===== config.mk =====
export PLATFORM = sky130hd
export DESIGN_NAME = sirv_gnrl_sync_fifo_flat
export DESIGN_NICKNAME = d
export VERILOG_FILES = /design/src/rtl/sirv_gnrl_sync_fifo_if.sv /design/src/rtl/sirv_gnrl_sync_fifo.sv /design/src/flat_wrapper.sv
export SDC_FILE = /design/constraint.sdc
export NUM_CORES = 1
export LEC_CHECK = 0
export ABC_AREA = 1
export BUFFER_PORTS_ARGS = -buffer_cell sky130_fd_sc_hd__buf_2
export CORE_ASPECT_RATIO = 0.6
export CORE_MARGIN = 2
export CORE_UTILIZATION = 60
export DETAILED_ROUTE_END_ITERATION = 8
export PLACE_DENSITY_LB_ADDON = 0.3
export SYNTH_ARGS = -nofsm -noshare
export SYNTH_HDL_FRONTEND = slang
export SYNTH_SLANG_ARGS = --single-unit

===== constraint.sdc =====
create_clock -name clk -period 4.5 [get_ports clk]
set_input_delay 0.9 -clock clk [delete_from_list [all_inputs] [get_ports clk]]
set_output_delay 0.9 -clock clk [all_outputs]
set_load 0.005 [all_outputs]

===== src/rtl/sirv_gnrl_sync_fifo_if.sv =====
// -----------------------------------------------------------------------------
// sirv_gnrl_sync_fifo_if
//   Valid/ready handshake bundle for sirv_gnrl_sync_fifo.
//   Write half: i_vld (producer has a beat), i_rdy (FIFO can accept), i_dat.
//   Read half : o_vld (beat available), o_rdy (consumer takes beat), o_dat.
//   Modports:
//     slave  - the FIFO side (drives i_rdy, o_vld, o_dat)
//     master - the producer/consumer environment (drives i_vld, i_dat, o_rdy)
// -----------------------------------------------------------------------------
interface sirv_gnrl_sync_fifo_if #(
  parameter int DW = 32
);
  logic          i_vld;
  logic          i_rdy;
  logic [DW-1:0] i_dat;
  logic          o_vld;
  logic          o_rdy;
  logic [DW-1:0] o_dat;

  modport slave (
    input  i_vld, i_dat, o_rdy,
    output i_rdy, o_vld, o_dat
  );

  modport master (
    output i_vld, i_dat, o_rdy,
    input  i_rdy, o_vld, o_dat
  );
endinterface


===== src/rtl/sirv_gnrl_sync_fifo.sv =====
// -----------------------------------------------------------------------------
// sirv_gnrl_sync_fifo
//   General synchronous valid/ready FIFO. Beats pushed on the write half are
//   delivered in order on the read half. Storage is a load-enabled register
//   array without reset; pointers and count are reset.
//
//   Parameters:
//     DP - depth in entries (power of two, >= 2)
//     DW - data width in bits
//   Ports:
//     clk   - clock, rising edge
//     rst   - asynchronous active-high reset
//     bus   - handshake bundle (slave modport): i_vld/i_rdy/i_dat, o_vld/o_rdy/o_dat
//     count - number of stored entries, 0..DP
//     full  - count == DP
//     empty - count == 0
//
//   Optional feature macro: SIRV_GNRL_FIFO_BYPASS_EN
//     When defined, an empty FIFO falls through: a beat offered on the write
//     half is presented on the read half in the same cycle, and if taken there
//     it is never written into storage.
// -----------------------------------------------------------------------------
module sirv_gnrl_sync_fifo #(
  parameter  int DP = 8,
  parameter  int DW = 32,
  localparam int AW = $clog2(DP)
) (
  input  logic                        clk,
  input  logic                        rst,
  sirv_gnrl_sync_fifo_if.slave        bus,
  output logic [AW:0]                 count,
  output logic                        full,
  output logic                        empty
);

  generate
    if ((DP < 2) || ((DP & (DP - 1)) != 0)) begin : g_bad_dp
      $error("sirv_gnrl_sync_fifo: DP must be a power of two >= 2");
    end
  endgenerate

  // Pointers carry one extra MSB as a wrap flag so full/empty can be told apart
  logic [AW:0]   wptr_q, wptr_d;
  logic [AW:0]   rptr_q, rptr_d;
  logic [AW:0]   cnt_q, cnt_d;
  logic [DW-1:0] mem_q [DP];

  logic push;
  logic pop;
  logic byp;

  assign full  = (wptr_q[AW] != rptr_q[AW]) && (wptr_q[AW-1:0] == rptr_q[AW-1:0]);
  assign empty = (wptr_q == rptr_q);
  assign count = cnt_q;

  // Acceptance depends only on the registered full flag, so a pop in the same
  // cycle never frees a slot for a push while full.
  assign bus.i_rdy = ~full;

`ifdef SIRV_GNRL_FIFO_BYPASS_EN
  // Fall-through: a beat consumed straight from the write half never touches
  // storage, so both push and pop are suppressed for that cycle.
  assign byp       = empty & bus.i_vld & bus.o_rdy;
  assign bus.o_vld = ~empty | bus.i_vld;
  assign bus.o_dat = empty ? bus.i_dat : mem_q[rptr_q[AW-1:0]];
`else
  assign byp       = 1'b0;
  assign bus.o_vld = ~empty;
  assign bus.o_dat = mem_q[rptr_q[AW-1:0]];
`endif

  assign push = bus.i_vld & bus.i_rdy & ~byp;
  assign pop  = bus.o_vld & bus.o_rdy & ~byp;

  always_comb begin
    wptr_d = wptr_q;
    rptr_d = rptr_q;
    cnt_d  = cnt_q;
    if (push) begin
      wptr_d = wptr_q + 1'b1;
    end
    if (pop) begin
      rptr_d = rptr_q + 1'b1;
    end
    case ({push, pop})
      2'b10:   cnt_d = cnt_q + 1'b1;
      2'b01:   cnt_d = cnt_q - 1'b1;
      default: cnt_d = cnt_q;
    endcase
  end

  always_ff @(posedge clk or posedge rst) begin
    if (rst) begin
      wptr_q <= '0;
      rptr_q <= '0;
      cnt_q  <= '0;
    end else begin
      wptr_q <= wptr_d;
      rptr_q <= rptr_d;
      cnt_q  <= cnt_d;
    end
  end

  // Data array is deliberately left out of reset; only written on an accepted push
  always_ff @(posedge clk) begin
    if (push) begin
      mem_q[wptr_q[AW-1:0]] <= bus.i_dat;
    end
  end

endmodule

===== src/flat_wrapper.sv =====
// flat-port wrapper written by rule: the top's interface ports become plain ports
module sirv_gnrl_sync_fifo_flat 
#(
  parameter  int DP = 8,
  parameter  int DW = 32,
  localparam int AW = $clog2(DP)
)
  (clk, rst, count, full, empty, bus_i_vld, bus_i_dat, bus_o_rdy, bus_i_rdy, bus_o_vld, bus_o_dat);
  sirv_gnrl_sync_fifo_if #(.DW(DW)) bus_i ();
  input  logic clk;
  input  logic rst;
  output logic [AW:0] count;
  output logic full;
  output logic empty;
  input wire logic [$bits(bus_i.i_vld)-1:0] bus_i_vld;
  input wire logic [$bits(bus_i.i_dat)-1:0] bus_i_dat;
  input wire logic [$bits(bus_i.o_rdy)-1:0] bus_o_rdy;
  output wire logic [$bits(bus_i.i_rdy)-1:0] bus_i_rdy;
  output wire logic [$bits(bus_i.o_vld)-1:0] bus_o_vld;
  output wire logic [$bits(bus_i.o_dat)-1:0] bus_o_dat;
  assign bus_i.i_vld = bus_i_vld;
  assign bus_i.i_dat = bus_i_dat;
  assign bus_i.o_rdy = bus_o_rdy;
  assign bus_i_rdy = bus_i.i_rdy;
  assign bus_o_vld = bus_i.o_vld;
  assign bus_o_dat = bus_i.o_dat;
  sirv_gnrl_sync_fifo #(.DP(DP), .DW(DW)) u_core (.clk(clk), .rst(rst), .bus(bus_i), .count(count), .full(full), .empty(empty));
endmodule

==> reports/metrics.csv, run 1 <==
metric,value,unit
synth_seq_area_share,0.739,
crit_fanout,77,
r2r_cells,12,
core,17400,sq um
rsz0062_at_grt,no,
worst_pin_slew,1.14,ns
rows,37,
insertion_delay,0.51,ns
start_util,0.622,
wirelength,22300,um
setup_viol,0,
grt_use_total,0.236,
finalNetCount,943,
fin_crit,3.74,ns
syn_avg_cell_area,12.9,sq um
fin_crit_sh,0.832,
wl_per_cell,19.4,um
syn_to_final_growth,11.2,%
dp_hpwl,11800,um
first_iter_violations,692,
ir_drop,0.416,mV
dr_total_vias,6648,
hold_viol,0,
synth.distinct_cells,27,
crit_path_end_kind,primary output,
fmax,0.267,GHz
r2r-end,u_core.count[3],
start_kind,register,
cts_root_buffer,clkbuf_16,
grt_pass1_vias,6292,
cap_violations,0,
grt_max_degree,86,
cts_tree,built,
post_cts_buffers,0,
num_io_pins,76,
dieArea,19100,sq um
syn-cell-area,10800,sq um
slew_headroom,0.235,
h-tree-depth,1,
grt_overflow_total,0,
cp.required,3.60,ns
drt-pass1-iter-count,5,
die_x,177,um
clkTransAtPathRegs,0.07,ns
p_leak,4.29,nW
drive_above_1_share,0.169,
hold_path_class,primary input to async pin,
cts_buffers,24,
ctsResizeCount,0,
antenna_found_initial,0,
cp_data_arrival_time,2.84,ns
gp_congestion,0.819,
io_buffers,75,
p_total,7.87,mW
final_util,0.692,
ys_ff_latch,268,
status,completed,
worstReg2RegStart,u_core.rptr_q[0],
power.density,656,nW/um^2
final-max-slew-violation-count,0,
synth_cells,838,
r2r_slack,1.11,ns
drc,0,
avgViaCountPerCell,5.78,
postRouteAntennaNets,0,
synth_nets,880,
cts.sinks,268,
setup_tns,0,ns
antenna_cells,0,
worst-setup-path-type,register to primary output,
skew,0.00798,ns
cts_hold_buf,0,
fp.dieH,108,um
cts_buffer_depth,3,
grt_first_pass_wirelength,34100,um
yosys_warnings,0,
worst max-delay path: stages, from the launching register on:
cell	delay, ns
dfrtp_4	0.67
inv_4	0.54
buf_12	0.38
nor2_1	0.08
o22ai_1	0.20
nand2_1	0.07
nand2_1	0.16
buf_2	0.14
stage by stage:
step / cells / instance area [sq um] / hold slack (ns) / worst slack [ns]
2_1_floorplan: 838 / 10800 / 0.463 / 1.68
3_3_place_gp: 1109 / 11300 / 0.498 / 1.19
3_5_place_dp: 1109 / 11300 / 0.500 / 1.09
4_1_cts: 1150 / 12000 / 0.405 / 0.762
5_1_grt: 1150 / 12000 / 0.420 / 0.609
6_report: 1150 / 12000 / 0.400 / 0.758
cell usage in the layout, fill, tap and decap left out, types with 6 or more instances in the layout:
master and n:
clkbuf_16 25, inv_1 11, nor2_1 132, dfrtp_1 10, nand2_1 138, clkbuf_1 8
o21ai_0 85, o21ai_1 30, o21ai_2 15, inv_2 6, buf_2 75, buf_4 11
nand3_1 11, o22ai_1 64, nor2_4 7, edfxtp_1 256
worst max path at each step:
stage / start / end / slack, ns / cells after the start
6_report: u_core.rptr_q[0] / bus_o_dat[17] / 0.76 / 7
5_1_grt: u_core.rptr_q[0] / bus_o_dat[24] / 0.61 / 6
4_1_cts: u_core.rptr_q[0] / bus_o_dat[18] / 0.76 / 7
3_5_place_dp: u_core.rptr_q[0] / u_core.count[3] / 1.09 / 12
3_3_place_gp: u_core.rptr_q[0] / u_core.count[3] / 1.19 / 12
2_1_floorplan: bus_i_vld / u_core.mem_q[2][0] / 1.68 / 2
Yosys cell counts:
library cell	count	area share
ha_1	5	0.0058
edfxtp_1	256	0.71
nand2_1	138	0.048
nor2_1	139	0.048
or2_2	1	0.00058
inv_2	6	0.0021
and2_4	1	0.00081
buf_1	3	0.0010
buf_2	18	0.0083
inv_1	11	0.0038
o21ai_2	15	0.012
inv_4	1	0.00058
fa_1	1	0.0019
o21ai_1	30	0.014
nand4_4	1	0.0020
buf_8	2	0.0028
dfrtp_1	12	0.028
clkbuf_1	14	0.0049
nand3_1	11	0.0051
o21ai_0	85	0.039
buf_4	2	0.0014
nand2_4	3	0.0031
nand2_2	1	0.00058
buf_6	11	0.011
o22ai_1	64	0.037
xnor2_1	2	0.0016
xor2_1	5	0.0041
per-layer routing:
metal  up-vias  global-route usage  wire length (um)
li1       3137                   -                 -
met1      3157               0.349              9690
met2       316               0.365             10200
met3        38              0.0450              2010
met4         0              0.0632               376
met5         -                   0                 0
cell type report:
type,count,area [sq um]
clock buffers,33,656
clock inverters,8,45.0
fillers,1175,5350
inverters,18,70.1
multi-input cells,502,2470
flip-flops and latches,268,7990
well taps,234,293
repair buffers,87,478
registers in the layout, indices dropped and copies added (netlist names):
register / cells
u_core.mem_q: 256
u_core.rptr_q: 4
u_core.wptr_q: 4
u_core.count: 4
power breakdown:
part           switching, mW  internal, mW
Sequential             0.210          3.14
Clock                  0.857          1.02
Combinational           1.76         0.886
Total                   2.83          5.04
kinds of logic after synthesis:
family	after synthesis	synth area share
flops	268	0.739
xor+xnor	7	0.00568
compound gates	194	0.103
fa+ha+maj	6	0.00764
buf+inv	68	0.0364
simple gates	295	0.108
No activity file was read; power rests on OpenSTA's default activity.
==> run 2: changes to the inputs <==
--- a/config.mk
+++ b/config.mk
@@ -5,11 +5,11 @@
 export SDC_FILE = /design/constraint.sdc
 export NUM_CORES = 1
 export LEC_CHECK = 0
-export ABC_AREA = 1
+export ABC_AREA = 0
 export BUFFER_PORTS_ARGS = -buffer_cell sky130_fd_sc_hd__buf_2
 export CORE_ASPECT_RATIO = 0.6
 export CORE_MARGIN = 2
-export CORE_UTILIZATION = 60
+export CORE_UTILIZATION = 54
 export DETAILED_ROUTE_END_ITERATION = 8
 export PLACE_DENSITY_LB_ADDON = 0.3
 export SYNTH_ARGS = -nofsm -noshare
==> constraint.sdc (replaced) <==
create_clock -name clk -period 3.2 [get_ports clk]
set_input_delay 0.64 -clock clk [delete_from_list [all_inputs] [get_ports clk]]
set_output_delay 0.64 -clock clk [all_outputs]
set_load 0.005 [all_outputs]
==> run 2 against run 1 <==
Against the previous run:
- global-route usage fell by 4.2 points
- register-to-register slack got worse by 0.75 ns
- area after synthesis decreased by 3.3%
- critical path depth is 3 lower
- via count shrank 27%
- sequential power grew 40%
- combinational power up 32%
- design area fell by 0.45%
- cell count decreased by 29%
- routed wire length down 13%
- worst setup slack got worse by 0.56 ns
- worst hold slack lost 0.26 ns
==> reports/metrics.csv, run 2 <==
metric,value,unit
status,completed,
fmax,0.333,GHz
setup_tns,0,ns
yosys_warnings,0,
insertion_delay,0.51,ns
synth_flop_cell,edfxtp_1,
synthTopCellsByCount,"edfxtp_1 (256), mux4_2 (55), mux2_2 (32), dfrtp_1 (12), nand2_1 (10)",
wl_met3,1300,um
grt_max_degree,68,
cp.required,2.56,ns
synth_top_area_cell,edfxtp_1,
drt-pass1-iter-count,5,
ir_drop,0.470,mV
start_kind,register,
clkTransAtPathRegs,0.07,ns
grt_first_pass_wirelength,29400,um
finalNetCount,593,
wl_per_cell,23.9,um
wl_met1,8670,um
postRouteAntennaNets,0,
p_leak,4.00,nW
cts_buffer_depth,3,
drive_above_1_share,0.389,
core,19000,sq um
cts_tree,built,
fin_crit_sh,0.940,
fp.dieH,112,um
num_io_pins,76,
wl_met2,9140,um
final-max-slew-violation-count,0,
final_cell_mix,"edfxtp_1 (256), buf_2 (75), mux4_2 (55)",
h-tree-depth,1,
slew_headroom,0.611,
drc,0,
synth_edf_count,256,
skew,0.00668,ns
setup_viol,0,
syn-cell-area,10400,sq um
power.density,908,nW/um^2
dr_total_vias,4842,
syn_to_final_growth,14.5,%
worst-setup-path-type,register to primary output,
crit_fanout,53,
fill_cells,1249,
netlist.area_leader.share,0.736,
synth_seq_area_share,0.765,
io_buffers,75,
cap_violations,0,
gp_congestion,0.717,
dr.max_layer_used,met5,
first_iter_violations,333,
synth_cells,456,
rsz0062_at_grt,no,
cts_buffers,24,
syn_avg_cell_area,22.9,sq um
timing.hold.ws,0.142,ns
cp_data_arrival_time,2.37,ns
synth.distinct_cells,32,
p_total,10.9,mW
grt_use_total,0.193,
start_util,0.550,
ys_top_cells_by_area,"edfxtp_1 (74%), mux4_2 (12%), mux2_2 (3.4%)",
synth_nets,498,
cts_hold_buf,0,
dp_hpwl,11100,um
largest_register_ffs,256,
grt_overflow_total,0,
wirelength,19400,um
cts.sinks,268,
crit_path_end_kind,primary output,
final_common_cell,edfxtp_1,
rows,39,
fin_crit,3.01,ns
yosysMostFrequentCell,edfxtp_1,
die_x,184,um
ys_ff_latch,268,
synthArstFlopShare,0.0448,
hold_viol,0,
avgViaCountPerCell,5.96,
cts_root_buffer,clkbuf_16,
worst_pin_slew,0.583,ns
antenna_found_initial,4,
hold_path_class,primary input to async pin,
grt_pass1_vias,4949,
dieArea,20500,sq um
## run 2: cell types whose count changed after synthesis, sizes merged, moves of 5 or more
cell    previous run  this run
mux2               0        34
nand3             11         6
buf               36        16
mux4               0        64
clkbuf            14         6
nor2             139         9
nand2            142        10
inv               18         8
o22ai             64         0
xnor2              2         9
o21ai            130         1
## run 2: power by group
part / switching (mW) / leakage [nW] / total (mW) / internal (mW)
Combinational: 1.76 / 1.18 / 3.50 / 1.73
Sequential: 0.222 / 2.46 / 4.69 / 4.47
Clock: 1.17 / 0.348 / 2.67 / 1.50
Total: 3.15 / 4.00 / 10.9 / 7.71
## run 2: stage by stage
step	worst slack [ns]	instances	instance area, sq um	util
detailed placement	0.375	771	11200	0.592
global route	0.0484	811	12000	0.630
finish	0.193	812	12000	0.630
CTS	0.139	811	12000	0.630
global placement	0.618	771	11200	0.592
floorplan	0.309	456	10500	-
## run 2: cells by family after synthesis
| group | synth area share |
|---|---|
| AND/OR/NAND/NOR | 0.0173 |
| buffers and inverters | 0.0187 |
| multiplexers | 0.179 |
| adder cells (fa/ha/maj) | 0.00791 |
| XOR/XNOR | 0.00839 |
| flip-flops | 0.765 |
| AO/OA/AOI/OAI | 0.00419 |
## run 2: repair_timing
| action | CTS | global route |
|---|---|---|
| hold endpoints to repair | 0 | 0 |
| endpoints found under the setup margin | 0 | 1 |
| gates resized for setup | 0 | 1 |
| setup buffers | 0 | 0 |
## run 2: per-layer routing
layer | track usage | vias up
li1 | - | 2099
met1 | 0.291 | 2536
met2 | 0.302 | 175
met3 | 0.0406 | 28
met4 | 0.0347 | 4
met5 | 0 | -
## run 2: cell type report
class | count | area (sq um) | share of cell area
clock inverters | 9 | 71.3 | 0.00597
clock buffers | 31 | 648 | 0.0542
multi-input cells | 158 | 2330 | 0.195
inverters | 8 | 30.0 | 0.00251
well taps | 246 | 308 | 0.0257
repair buffers | 91 | 571 | 0.0477
diodes | 1 | 2.50 | 0.000209
flip-flops and latches | 268 | 7990 | 0.669
## run 2: worst paths after layout
kind / slack (ns) / cells after the start / end / start
worst max-delay path: 0.19 / 4 / bus_o_dat[29] / u_core.rptr_q[0]
worst min-delay path: 0.14 / 2 / u_core.wptr_q[0] / rst
worst max register to register: 0.36 / 10 / u_core.count[3] / u_core.wptr_q[0]
worst min register to register: 0.54 / 1 / u_core.count[0] / u_core.count[0]
max in group asynchronous: 2.69 / 2 / u_core.rptr_q[0] / rst
min in group clk: 0.40 / 1 / u_core.mem_q[2][25] / bus_i_dat[25]
## run 2: critical path: stages, from the launching register on
cell and delay (ns):
dfrtp_4 0.44, buf_12 0.36, mux4_2 0.55, mux2_2 0.33, buf_2 0.14
